## src/rtl/nn_ctrl_pkg.sv

```systemverilog
// Shared types for the MNIST network controller: sequencer state encoding.
package nn_ctrl_pkg;

    localparam int unsigned StateW = 3;

    typedef enum logic [StateW-1:0] {
        StIdle  = 3'd0,
        StArm   = 3'd1,
        StSrst  = 3'd2,
        StStart = 3'd3,
        StWait  = 3'd4,
        StLoad  = 3'd5,
        StErr   = 3'd6
    } state_e;

endpackage

```

## src/rtl/seq_watchdog.sv

```systemverilog
// Cycle counter that flags when a neuron-array pass has waited too long.
// With Timeout == 0 the watchdog is disabled and never expires.
module seq_watchdog #(
    parameter int unsigned Timeout = 1024,
    parameter int unsigned Tw      = 11
) (
    input  logic clk_i,
    input  logic rst_ni,
    input  logic clr_i,
    input  logic en_i,
    output logic expired_o
);

    if (Timeout == 0) begin : g_disabled
        logic unused_inputs;
        assign unused_inputs = ^{clk_i, rst_ni, clr_i, en_i};
        assign expired_o     = 1'b0;
    end else begin : g_enabled
        localparam logic [Tw-1:0] Limit = Tw'(Timeout - 1);

        logic [Tw-1:0] cnt_q, cnt_d;

        // Clear wins over count so each pass starts from zero.
        always_comb begin
            cnt_d = cnt_q;
            if (clr_i) begin
                cnt_d = '0;
            end else if (en_i) begin
                cnt_d = cnt_q + 1'b1;
            end
        end

        // Counter register.
        always_ff @(posedge clk_i or negedge rst_ni) begin
            if (!rst_ni) begin
                cnt_q <= '0;
            end else begin
                cnt_q <= cnt_d;
            end
        end

        assign expired_o = (cnt_q == Limit);
    end

endmodule

```

## src/rtl/layer_sequencer.sv

```systemverilog
// Top-level controller for the MNIST datapath: runs NumLayers neuron-array
// passes (reset, start, wait for done, load result) and pulses ready at the end.
// Outputs are registered from the next-state decode, so they always reflect the
// current state and layer without glitches.
module layer_sequencer
    import nn_ctrl_pkg::*;
#(
    parameter int unsigned           NumLayers    = 3,
    parameter int unsigned           Lw           = 2,
    parameter logic [NumLayers-1:0]  InputSelMask = 3'b100,
    parameter int unsigned           Timeout      = 1024,
    parameter int unsigned           Tw           = 11
) (
    input  logic                 clk_i,
    input  logic                 rst_ni,
    input  logic                 start_i,
    input  logic                 abort_i,
    input  logic                 sn_ready_i,
    output logic                 sn_rst_o,
    output logic                 sn_start_o,
    output logic                 shift_en_o,
    output logic                 input_sel_o,
    output logic [Lw-1:0]        weight_sel_o,
    output logic [NumLayers-1:0] ld_o,
    output logic                 ready_o,
    output logic                 busy_o,
    output logic                 error_o,
    output logic [Lw-1:0]        layer_o
);

    localparam logic [Lw-1:0] LastLayer = Lw'(NumLayers - 1);

    state_e         state_q, state_d;
    logic [Lw-1:0]  layer_q, layer_d;

    logic                 sn_rst_q, sn_rst_d;
    logic                 sn_start_q, sn_start_d;
    logic                 shift_en_q, shift_en_d;
    logic                 input_sel_q, input_sel_d;
    logic [Lw-1:0]        weight_sel_q, weight_sel_d;
    logic [NumLayers-1:0] ld_q, ld_d;
    logic                 ready_q, ready_d;
    logic                 busy_q, busy_d;
    logic                 error_q, error_d;

    logic wd_expired;

    // Cleared while in SSTART so every WAIT period is timed from zero.
    seq_watchdog #(
        .Timeout (Timeout),
        .Tw      (Tw)
    ) u_watchdog (
        .clk_i     (clk_i),
        .rst_ni    (rst_ni),
        .clr_i     (state_q == StStart),
        .en_i      (state_q == StWait),
        .expired_o (wd_expired)
    );

    // Next-state logic; abort overrides everything except an idle controller.
    always_comb begin
        state_d = state_q;
        layer_d = layer_q;
        if (abort_i && (state_q != StIdle)) begin
            state_d = StIdle;
            layer_d = '0;
        end else begin
            case (state_q)
                StIdle: begin
                    if (start_i) state_d = StArm;
                end
                StArm: begin
                    // The run begins on release of start.
                    if (!start_i) begin
                        state_d = StSrst;
                        layer_d = '0;
                    end
                end
                StSrst:  state_d = StStart;
                StStart: state_d = StWait;
                StWait: begin
                    if (sn_ready_i) begin
                        state_d = StLoad;
                    end else if (wd_expired) begin
                        state_d = StErr;
                    end
                end
                StLoad: begin
                    if (layer_q == LastLayer) begin
                        state_d = StIdle;
                        layer_d = '0;
                    end else begin
                        state_d = StSrst;
                        layer_d = layer_q + 1'b1;
                    end
                end
                StErr: begin
                    if (start_i) state_d = StArm;
                end
                default: begin
                    state_d = StIdle;
                    layer_d = '0;
                end
            endcase
        end
    end

    // Moore decode of the upcoming state and layer, captured into output flops.
    always_comb begin
        sn_rst_d     = (state_d == StSrst);
        sn_start_d   = (state_d == StStart);
        shift_en_d   = state_d inside {StStart, StWait, StLoad};
        busy_d       = !(state_d inside {StIdle, StArm, StErr});
        error_d      = (state_d == StErr);
        ready_d      = (state_d == StLoad) && (layer_d == LastLayer);
        weight_sel_d = '0;
        input_sel_d  = 1'b0;
        ld_d         = '0;
        if (state_d inside {StStart, StWait}) begin
            weight_sel_d = layer_d;
        end
        // Compare against each valid index so unused layer codes decode to nothing.
        for (int i = 0; i < NumLayers; i++) begin
            if (layer_d == Lw'(i)) begin
                if (state_d inside {StStart, StWait}) input_sel_d = InputSelMask[i];
                if (state_d == StLoad) ld_d[i] = 1'b1;
            end
        end
    end

    // State, layer index and registered outputs.
    always_ff @(posedge clk_i or negedge rst_ni) begin
        if (!rst_ni) begin
            state_q      <= StIdle;
            layer_q      <= '0;
            sn_rst_q     <= 1'b0;
            sn_start_q   <= 1'b0;
            shift_en_q   <= 1'b0;
            input_sel_q  <= 1'b0;
            weight_sel_q <= '0;
            ld_q         <= '0;
            ready_q      <= 1'b0;
            busy_q       <= 1'b0;
            error_q      <= 1'b0;
        end else begin
            state_q      <= state_d;
            layer_q      <= layer_d;
            sn_rst_q     <= sn_rst_d;
            sn_start_q   <= sn_start_d;
            shift_en_q   <= shift_en_d;
            input_sel_q  <= input_sel_d;
            weight_sel_q <= weight_sel_d;
            ld_q         <= ld_d;
            ready_q      <= ready_d;
            busy_q       <= busy_d;
            error_q      <= error_d;
        end
    end

    assign sn_rst_o     = sn_rst_q;
    assign sn_start_o   = sn_start_q;
    assign shift_en_o   = shift_en_q;
    assign input_sel_o  = input_sel_q;
    assign weight_sel_o = weight_sel_q;
    assign ld_o         = ld_q;
    assign ready_o      = ready_q;
    assign busy_o       = busy_q;
    assign error_o      = error_q;
    assign layer_o      = layer_q;

endmodule

```

## config.mk

```make
export PLATFORM = sky130hd
export DESIGN_NAME = layer_sequencer
export DESIGN_NICKNAME = d
export VERILOG_FILES = /design/src/rtl/nn_ctrl_pkg.sv /design/src/rtl/seq_watchdog.sv /design/src/rtl/layer_sequencer.sv
export SDC_FILE = /design/constraint.sdc
export NUM_CORES = 1
export LEC_CHECK = 0
export CORE_MARGIN = 3
export CORE_UTILIZATION = 47
export CTS_CLUSTER_DIAMETER = 120
export DETAILED_ROUTE_END_ITERATION = 8
export GPL_TIMING_DRIVEN = 0
export HOLD_SLACK_MARGIN = 0.03
export PLACE_DENSITY_LB_ADDON = 0.25
export RECOVER_POWER = 50
export SLEW_MARGIN = 20
export SYNTH_ARGS = -nofsm -noshare
export SYNTH_HDL_FRONTEND = slang
export SYNTH_SLANG_ARGS = --single-unit
```

## constraint.sdc

```tcl
create_clock -name clk_i -period 1.99 [get_ports clk_i]
set_input_delay 0.398 -clock clk_i [delete_from_list [all_inputs] [get_ports clk_i]]
set_output_delay 0.398 -clock clk_i [all_outputs]
set_load 0.02 [all_outputs]
```

==> results.py, run 1 <==
metrics = {
    "synthesis": {
        "synth_edf_count": 0,
        "ys_ff_latch": 27,
        "syn_nets": 137,
        "synth_top_area_cell": "dfrtp_1",
        "synth_cell_types": 47,
        "synth_warnings": 0,
        "synth_top_area_frac": 0.517,
        "synth_ff_type": "dfrtp_1",
        "synthTopCellsByArea": "dfrtp_1 (52%), o21ai_0 (4.2%), nand2_1 (3.2%)",
        "syn_area_mm2": 0.00131,
        "syn_inst": 131,
        "synth_async_sr_flop_share": 1.00,
        "syn_avg_cell_area_um2": 9.98,
        "ys_seq_area_frac": 0.517,
    },
    "cts": {
        "ctsRootBufferMaster": "clkbuf_4",
        "cts_sinks": 27,
        "clkLatencyLatePin_ns": 0.32,
        "ctsHtreeMaxLevel": 1,
        "cts_tree": "done",
        "clk_pin_slew_worst_paths_ns": 0.14,
        "numCtsBuffers": 3,
        "holdBufCountCts": 0,
        "clock_path_buffers": 2,
    },
    "die": {
        "rows": 18,
        "start_util": 0.509,
        "dieHeight_um": 58.7,
        "die_w_um": 58.7,
        "core_area_mm2": 0.00257,
        "die_area_mm2": 0.00345,
        "io_pins": 19,
    },
    "timing": {
        "max_freq_mhz": 513,
        "relSlewSlack": 0.0421,
        "fin_setup_tns_ns": 0,
        "period_minus_slack_ns": 1.95,
        "drv_slew": 0,
        "setup_violations": 0,
        "finalHoldViolations": 0,
        "finalCritPeriodShare": 0.980,
        "setup_slack_ns": 0.0399,
        "tightestPinTransition_ns": 1.44,
        "rsz0062_at_grt": "true",
        "fin_skew_ns": 0.00295,
    },
    "worst_setup_path": {
        "reg2reg_from": "u_watchdog.g_enabled.cnt_q[1]",
        "slowest_stage": "clkdlybuf4s50_1",
        "cp_cell_sequence": "clkdlybuf4s50_1 > or2b_2 > a32oi_1 > o41a_1 > buf_6 > mux2i_1 > nor2_1",
        "cp_slowest_stage_delay_ns": 0.54,
        "cp.arrival_ns": 2.17,
        "path_max_fanout": 8,
        "startpoint_type": "input port",
        "rrSetupSlack_ns": 0.10,
        "reg2reg_to": "error_o",
        "cp-end-kind": "flip-flop",
        "cp.required_ns": 2.21,
        "reg2reg_depth": 6,
        "path_class": "input port to flip-flop",
    },
    "route": {
        "antenna_left": 0,
        "wl_per_cell_um": 15.1,
        "drt_iter0_markers": 57,
        "vias": 1082,
        "via_per_inst": 5.72,
        "routed_wl_um": 2860,
        "drt-pass1-iter-count": 4,
        "drc": 0,
    },
    "place": {
        "pre_cts_ws_ns": -0.339,
        "port_buffers": 18,
        "gp_congestion": 0.851,
        "place_inst": 179,
        "placed_area_mm2": 0.00152,
        "dp_hpwl_um": 1980,
    },
    "worst_hold_path": {
        "hp-class": "input port to async pin",
    },
    "grt": {
        "grtUsageTotal": 0.171,
        "grt_max_degree": 28,
        "grt_pass1_wl_um": 4590,
        "first_global_vias": 1100,
        "grt_antenna_before_repair": 0,
        "gr-total-overflow": 0,
    },
    "layout": {
        "finalNonFillerCells": 189,
        "layout-drive-gt1-share": 0.170,
        "num_antenna_cells": 0,
        "fin_area_mm2": 0.00161,
        "final_nets": 166,
        "area_delta_synth_final_pct": 23.4,
        "n_fill_cell": 218,
    },
    "pwr": {
        "ir_drop_v": 0.000748,
        "power_density_mw_per_mm2": 994,
        "leakage_nw": 0.715,
    },
    "job": {
        "cap_violations": 0,
    },
    "outcome": {
        "status": "complete, no violations",
    },
}
-- through the flow --
| stage | utilization | power, mW | hold WS (ns) |
|---|---|---|---|
| CTS | 0.609 | 1.55 | 0.0747 |
| finish | 0.629 | 1.60 | 0.387 |
| detailed placement | 0.592 | 1.29 | 0.443 |
| global placement | 0.594 | 1.27 | 0.469 |
| floorplan | - | 1.09 | 0.102 |
| global route | 0.629 | 1.70 | 0.468 |
-- state kept, by name (all words and copies together), names as in the netlist --
name	cells
u_watchdog.g_enabled.cnt_q	11
ld_o	3
state_q	3
layer_o	2
weight_sel_o	2
busy_o	1
error_o	1
input_sel_o	1
shift_en_o	1
sn_rst_o	1
sn_start_o	1
-- cells by family (layout without fill, tap and decap cells) --
| family | after synthesis | after routing | synth area share |
|---|---|---|---|
| AOI/OAI and AO/OA | 32 | 32 | 0.158 |
| and+or+nand+nor | 57 | 57 | 0.246 |
| adders and majority gates | 1 | 1 | 0.00957 |
| xor gates and xnor gates | 2 | 2 | 0.0134 |
| DFF | 27 | 27 | 0.517 |
| buffers and inverters | 11 | 39 | 0.0488 |
| muxes | 1 | 1 | 0.00766 |
-- placed cells by master (no fill, tap or decap), types with 2 or more instances in the layout --
master and count:
or3_1 2, a21oi_1 4, nor2_1 11, clkdlybuf4s50_1 17, o31ai_1 2, buf_4 7
clkbuf_1 3, clkbuf_4 3, nand2_1 11, nor2_2 2, xor2_1 2, nand3_1 7
a21boi_0 2, nor3_1 4, o21ai_0 11, o211ai_1 2, dfrtp_1 27, nand4_1 3
and3_1 2, a31oi_1 2, inv_1 5
-- report_power, final --
group	leakage [nW]	switching [mW]	internal (mW)	total (mW)
Combinational	0.326	0.369	0.317	0.686
Sequential	0.372	0.0553	0.628	0.683
Clock	0.0177	0.159	0.0752	0.235
Total	0.715	0.584	1.02	1.60
-- layout make-up --
| type | instances | area (um2) | area share |
|---|---|---|---|
| repair buffers | 24 | 219 | 0.136 |
| multi-input cells | 93 | 591 | 0.366 |
| flip-flops and latches | 27 | 676 | 0.419 |
| clock inverters | 1 | 5.00 | 0.00310 |
| well taps | 30 | 37.5 | 0.0233 |
| clock buffers | 3 | 22.5 | 0.0140 |
| plain buffers | 6 | 45.0 | 0.0279 |
| inverters | 5 | 18.8 | 0.0116 |
-- synth_stat cells, drive strengths merged (3+ instances only) --
cell,number
nand3,8
clkbuf,3
nand4,3
buf,3
o21ai,12
and3,3
a21oi,4
nor3,4
a31oi,3
nand2,11
or3,3
nor2,13
inv,5
dfrtp,27
-- critical path: cells and delay by family --
kind / cells / cell delay [ns]
buffers and inverters: 2 / 0.68
muxes: 1 / 0.30
and+or+nand+nor: 2 / 0.39
AOI/OAI and AO/OA: 2 / 0.40
-- timing repair --
action / 4_1_cts / 5_1_grt
resized for setup: 0 / 4
pin swaps: 0 / 3
setup buffers: 2 / 4
endpoints found under the setup margin: 5 / 8
-- how the worst max path moves through the flow --
| stage | startpoint | to | slack (ns) | cells past startpoint |
|---|---|---|---|---|
| 5_1_grt | start_i | input_sel_o | -0.05 | 7 |
| 6_report | start_i | input_sel_o | 0.04 | 7 |
| 4_1_cts | start_i | input_sel_o | 0.02 | 7 |
| 2_1_floorplan | u_watchdog.g_enabled.cnt_q[0] | error_o | 0.1 | 6 |
| 3_5_place_dp | start_i | input_sel_o | -0.34 | 7 |
| 3_3_place_gp | start_i | weight_sel_o[1] | -0.32 | 7 |
-- metal layers --
metal | track usage | wire length, um | vias up
li1 | - | - | 526
met2 | 0.303 | 1450 | 21
met3 | 0.0285 | 106 | 2
met1 | 0.210 | 1290 | 533
met5 | 0 | 0 | -
met4 | 0.0583 | 13 | 0
Power figures use the tool's default switching activity.
==> inputs of run 2 (changes only) <==
CTS_CLUSTER_DIAMETER = 200   (was 120)
==> results of run 2 <==
The final DEF is identical to that of run 1; final timing and power are the same.
==> inputs of run 3 (changes only) <==
CORE_UTILIZATION = 50   (was 47)
CTS_BUF_LIST = sky130_fd_sc_hd__clkbuf_2 sky130_fd_sc_hd__clkbuf_4 sky130_fd_sc_hd__clkbuf_8   (was unset)
==> run 3 against run 2 <==
- fmax increased by 1.3%
- sequential cell count unchanged
- wire length increased by 1.7%
- sequential share of layout area decreased by 0.097 points
- utilization increased by 6.3 points
- first-iteration DRC count decreased by 49%
- final cell count decreased by 1.6%
- design area increased by 0.23%
- critical path depth decreased by 1
- die area decreased by 5.4%
- critical path type is now flip-flop to flip-flop
- highest routed layer unchanged
==> results.py, run 3 (synthesis results as in run 1) <==
metrics = {
    "outcome": {
        "status": "complete, no violations",
    },
    "pwr": {
        "combPwrFrac": 0.425,
        "switching_share": 0.374,
        "power.internal_mw": 1.01,
        "ir_drop_v": 0.000912,
        "p_clk_frac": 0.157,
        "switchingPower_mw": 0.603,
        "power_density_mw_per_mm2": 997,
        "leakage_nw": 0.714,
        "power.total_mw": 1.61,
        "power_frac_seq": 0.418,
    },
    "timing": {
        "fin_skew_ns": 0.00313,
        "drv_slew": 0,
        "finalHoldViolations": 0,
        "fin_setup_tns_ns": 0,
        "fin_hold_ws_ns": 0.355,
        "rsz0062_at_grt": "false",
        "max_freq_mhz": 520,
        "finalCritPeriodShare": 0.967,
        "setup_violations": 0,
        "tightestPinTransition_ns": 1.42,
        "relSlewSlack": 0.0515,
        "period_minus_slack_ns": 1.92,
    },
    "route": {
        "vias": 1124,
        "via_per_inst": 6.04,
        "drt_iter0_markers": 29,
        "wl_per_cell_um": 15.6,
        "routed_wl_um": 2910,
        "drt-pass1-iter-count": 4,
        "antenna_left": 0,
        "drc": 0,
    },
    "layout": {
        "layout_common_cells": "dfrtp_1 (27), clkdlybuf4s50_1 (17), o21ai_0 (11), nand2_1 (11), nor2_1 (11)",
        "final_common_cell": "dfrtp_1",
        "top_register": "u_watchdog.g_enabled.cnt_q",
        "n_fill_cell": 178,
        "num_antenna_cells": 0,
        "layout-drive-gt1-share": 0.190,
        "area_delta_synth_final_pct": 23.7,
        "finalNonFillerCells": 186,
        "largest_reg_flops": 11,
        "fin_util": 0.691,
        "final_nets": 165,
    },
    "grt": {
        "use_met3": 0.0385,
        "grt-busiest-layer": "met2",
        "grt_antenna_before_repair": 0,
        "grt_max_degree": 28,
        "first_global_vias": 1095,
        "grt_pass1_wl_um": 4860,
        "grt_use_met1": 0.233,
        "grtUsageTotal": 0.189,
        "gr-total-overflow": 0,
        "met2_usage": 0.323,
    },
    "cts": {
        "ctsHtreeMaxLevel": 1,
        "clkLatencyLatePin_ns": 0.34,
        "ctsRootBufferMaster": "clkbuf_4",
        "clk_pin_slew_worst_paths_ns": 0.15,
        "clock_path_buffers": 2,
        "numCtsBuffers": 3,
        "cts_tree": "done",
        "cts_sinks": 27,
    },
    "die": {
        "core_area_mm2": 0.00234,
        "io_pins": 19,
        "die_area_mm2": 0.00326,
        "die_w_um": 57.1,
        "start_util": 0.559,
        "rows": 17,
        "dieHeight_um": 57.1,
    },
    "worst_setup_path": {
        "rrSetupSlack_ns": 0.07,
        "reg2reg_depth": 6,
        "cp_cell_sequence": "ha_2 > or3b_1 > o41a_1 > buf_6 > or3_4 > nor2_2",
        "cp_slowest_stage_delay_ns": 0.39,
        "cp.arrival_ns": 2.21,
        "path_class": "flip-flop to flip-flop",
        "slowest_stage": "dfrtp_1",
        "path_max_fanout": 8,
        "startpoint_type": "flip-flop",
        "reg2reg_to": "error_o",
        "reg2reg_from": "u_watchdog.g_enabled.cnt_q[1]",
        "cp.required_ns": 2.28,
        "cp-end-kind": "flip-flop",
    },
    "worst_hold_path": {
        "hp-class": "input port to async pin",
    },
    "place": {
        "gp_congestion": 0.851,
        "port_buffers": 18,
        "place_inst": 177,
        "dp_hpwl_um": 1980,
    },
    "job": {
        "cap_violations": 0,
    },
}
-- run 3: what timing repair did --
action,CTS,global route
buffers inserted,2,4
resized for setup,0,10
hold buffers,0,0
endpoints found under the setup margin,4,12
hold endpoints to repair,0,0
pin swaps,0,3
-- run 3: final cells by class --
class	count	area, um2	area share
sequential	27	676	0.418
multi-input combinational	93	599	0.370
timing repair buffer	24	219	0.135
buffer	5	42.5	0.0263
tap	28	35.0	0.0217
clock buffer	3	22.5	0.0139
inverter	5	18.8	0.0116
clock inverter	1	5.00	0.00309
-- run 3: per-layer routing --
layer | vias to the layer above | wire, um
met5 | - | 0
met4 | 0 | 57
met3 | 7 | 139
met2 | 36 | 1450
met1 | 556 | 1260
li1 | 525 | -
-- run 3: metrics by stage --
| step | setup WS (ns) | instance area, um2 |
|---|---|---|
| 2_1_floorplan | 0.0970 | 1310 |
| 3_3_place_gp | -0.321 | 1520 |
| 3_5_place_dp | -0.342 | 1520 |
| 4_1_cts | 0.00398 | 1560 |
| 5_1_grt | 0.0109 | 1620 |
| 6_report | 0.0657 | 1620 |
-- run 3: worst max-delay path by stage --
stage                           end                     startpoint
global placement    weight_sel_o[1]                        start_i
detailed placement  weight_sel_o[1]                        start_i
global route               sn_rst_o  u_watchdog.g_enabled.cnt_q[1]
finish                      error_o  u_watchdog.g_enabled.cnt_q[1]
CTS                         error_o  u_watchdog.g_enabled.cnt_q[0]
floorplan                   error_o  u_watchdog.g_enabled.cnt_q[0]
-- run 3: worst max-delay path: cells and delay by family, from the launching register on --
kind,cells,cell delay [ns]
and+or+nand+nor,3,0.79
DFF,1,0.39
AOI/OAI and AO/OA,1,0.33
adders and majority gates,1,0.21
buffers and inverters,1,0.15
-- run 3: power by group through the flow --
stage / logic (mW) / registers [mW] / clock network, mW
finish: 0.685 / 0.675 / 0.253
global route: 0.742 / 0.686 / 0.266
CTS: 0.631 / 0.672 / 0.252
detailed placement: 0.592 / 0.693 / 0
global placement: 0.570 / 0.692 / 0
floorplan: 0.356 / 0.736 / 0
==> variant (config.mk and constraints of run 3) <==
`NumLayers`: 3 -> 6.
--- a/src/rtl/layer_sequencer.sv
+++ b/src/rtl/layer_sequencer.sv
@@ -7,3 +7,3 @@
 #(
-    parameter int unsigned           NumLayers    = 3,
+    parameter int unsigned           NumLayers    = 6,
     parameter int unsigned           Lw           = 2,
Interface: changed (resized ld_o); port bits go from 19 to 22. No check against the original RTL was run, so the function may have changed too.
==> variant against run 3 <==
Routed wire length grew 3.1%. Power is 5.0% higher. Non-clock buffer count up 2. Maximum frequency rose by 4.9%. Worst hold slack gained 52 ps. Critical path depth unchanged. Largest power group unchanged. Via count up 5.9%. Global-route usage decreased by 0.47 points. Largest cell class is now multi-input gates. Final area is 9.4% higher. Area after synthesis rose by 16%. Worst setup slack better by 90 ps. Cell count grew 11%. Sequential cell count grew 1. Critical path type unchanged.
==> variant: results <==
set metrics [dict create \
    gr-usage-met2 0.3099 \
    dp_hpwl_um 2222 \
    crit_end "weight_sel_o[1]" \
    drt-initial-drc-count 45 \
    synth_cell_types 51 \
    postCtsSetupRepairBufs 0 \
    synthAdderAreaFrac 0.008278 \
    post_cts_resized 0 \
    grt_start_max_net_pins 29 \
    fin_nets 183 \
    power.internal_mw 1.033 \
    hold_slack_ps 407.4 \
    grt_util_met3 0.02553 \
    via_per_inst 5.777 \
    syn-instance-count 151 \
    final_cells 206 \
    gp_congestion 0.7759 \
    outcome "completed" \
    io_buffers 21 \
    finalPower_mw 1.693 \
    seqPwrFrac 0.410 \
    grtUsageMet1 0.2470 \
    grt_pass1_wl_um 5140 \
    r2r_slack_ps 160 \
    routed_wl_um 2998 \
    fmax_mhz 545.3 \
    clock_skew_ps 4.935 \
    drive_above_1_share 0.1371 \
    synth_common_cells "dfrtp_1 (28), nor2_1 (17), a21oi_1 (13)" \
    power.share.clock 0.134 \
    grt_pass1_vias 1158 \
    rr_startpoint "state_q[0]" \
    crit_fanout 10 \
    dpl.cell_count 203 \
    ys_top_cells_by_area "dfrtp_1 (46%), a21oi_1 (4.3%), nor2_1 (4.2%)" \
    critical_path_arrival_ps 2040 \
    insertion_delay_ps 320 \
    synth-compound-area-share 0.1573 \
    leakagePower_nw 0.7646 \
    yosys.area_share.xor_xnor 0.02897 \
    placed_cell_area_um2 1755 \
]
## variant: worst register-to-register path: cells and delay by family, from the launching register on
family / cells / cell delay, ps
AOI/OAI and AO/OA: 1 / 260
and+or+nand+nor: 4 / 810
DFF: 1 / 460
buffers and inverters: 1 / 200
## variant: routing by layer
layer | vias to the layer above | share of wire
li1 | 578 | -
met1 | 566 | 0.46
met2 | 41 | 0.48
met3 | 5 | 0.047
met4 | 0 | 0.013
met5 | - | 0
## variant: layout make-up
class                   count  area (um^2)
flip-flops and latches     28        700.7
repair buffers             21        203.9
plain buffers              10        67.56
well taps                  31        38.79
inverters                   6        22.52
multi-input cells         107        714.4
clock buffers               3        22.52
fillers                   243         1059
## variant: cell families (layout without fill, tap and decap cells)
group                      count (synthesis)  in the layout
DFF                                       28             28
muxes                                      4              4
and+or+nand+nor                           63             63
buffers and inverters                     16             40
xor gates and xnor gates                   5              5
AOI/OAI and AO/OA                         34             34
adders and majority gates                  1              1
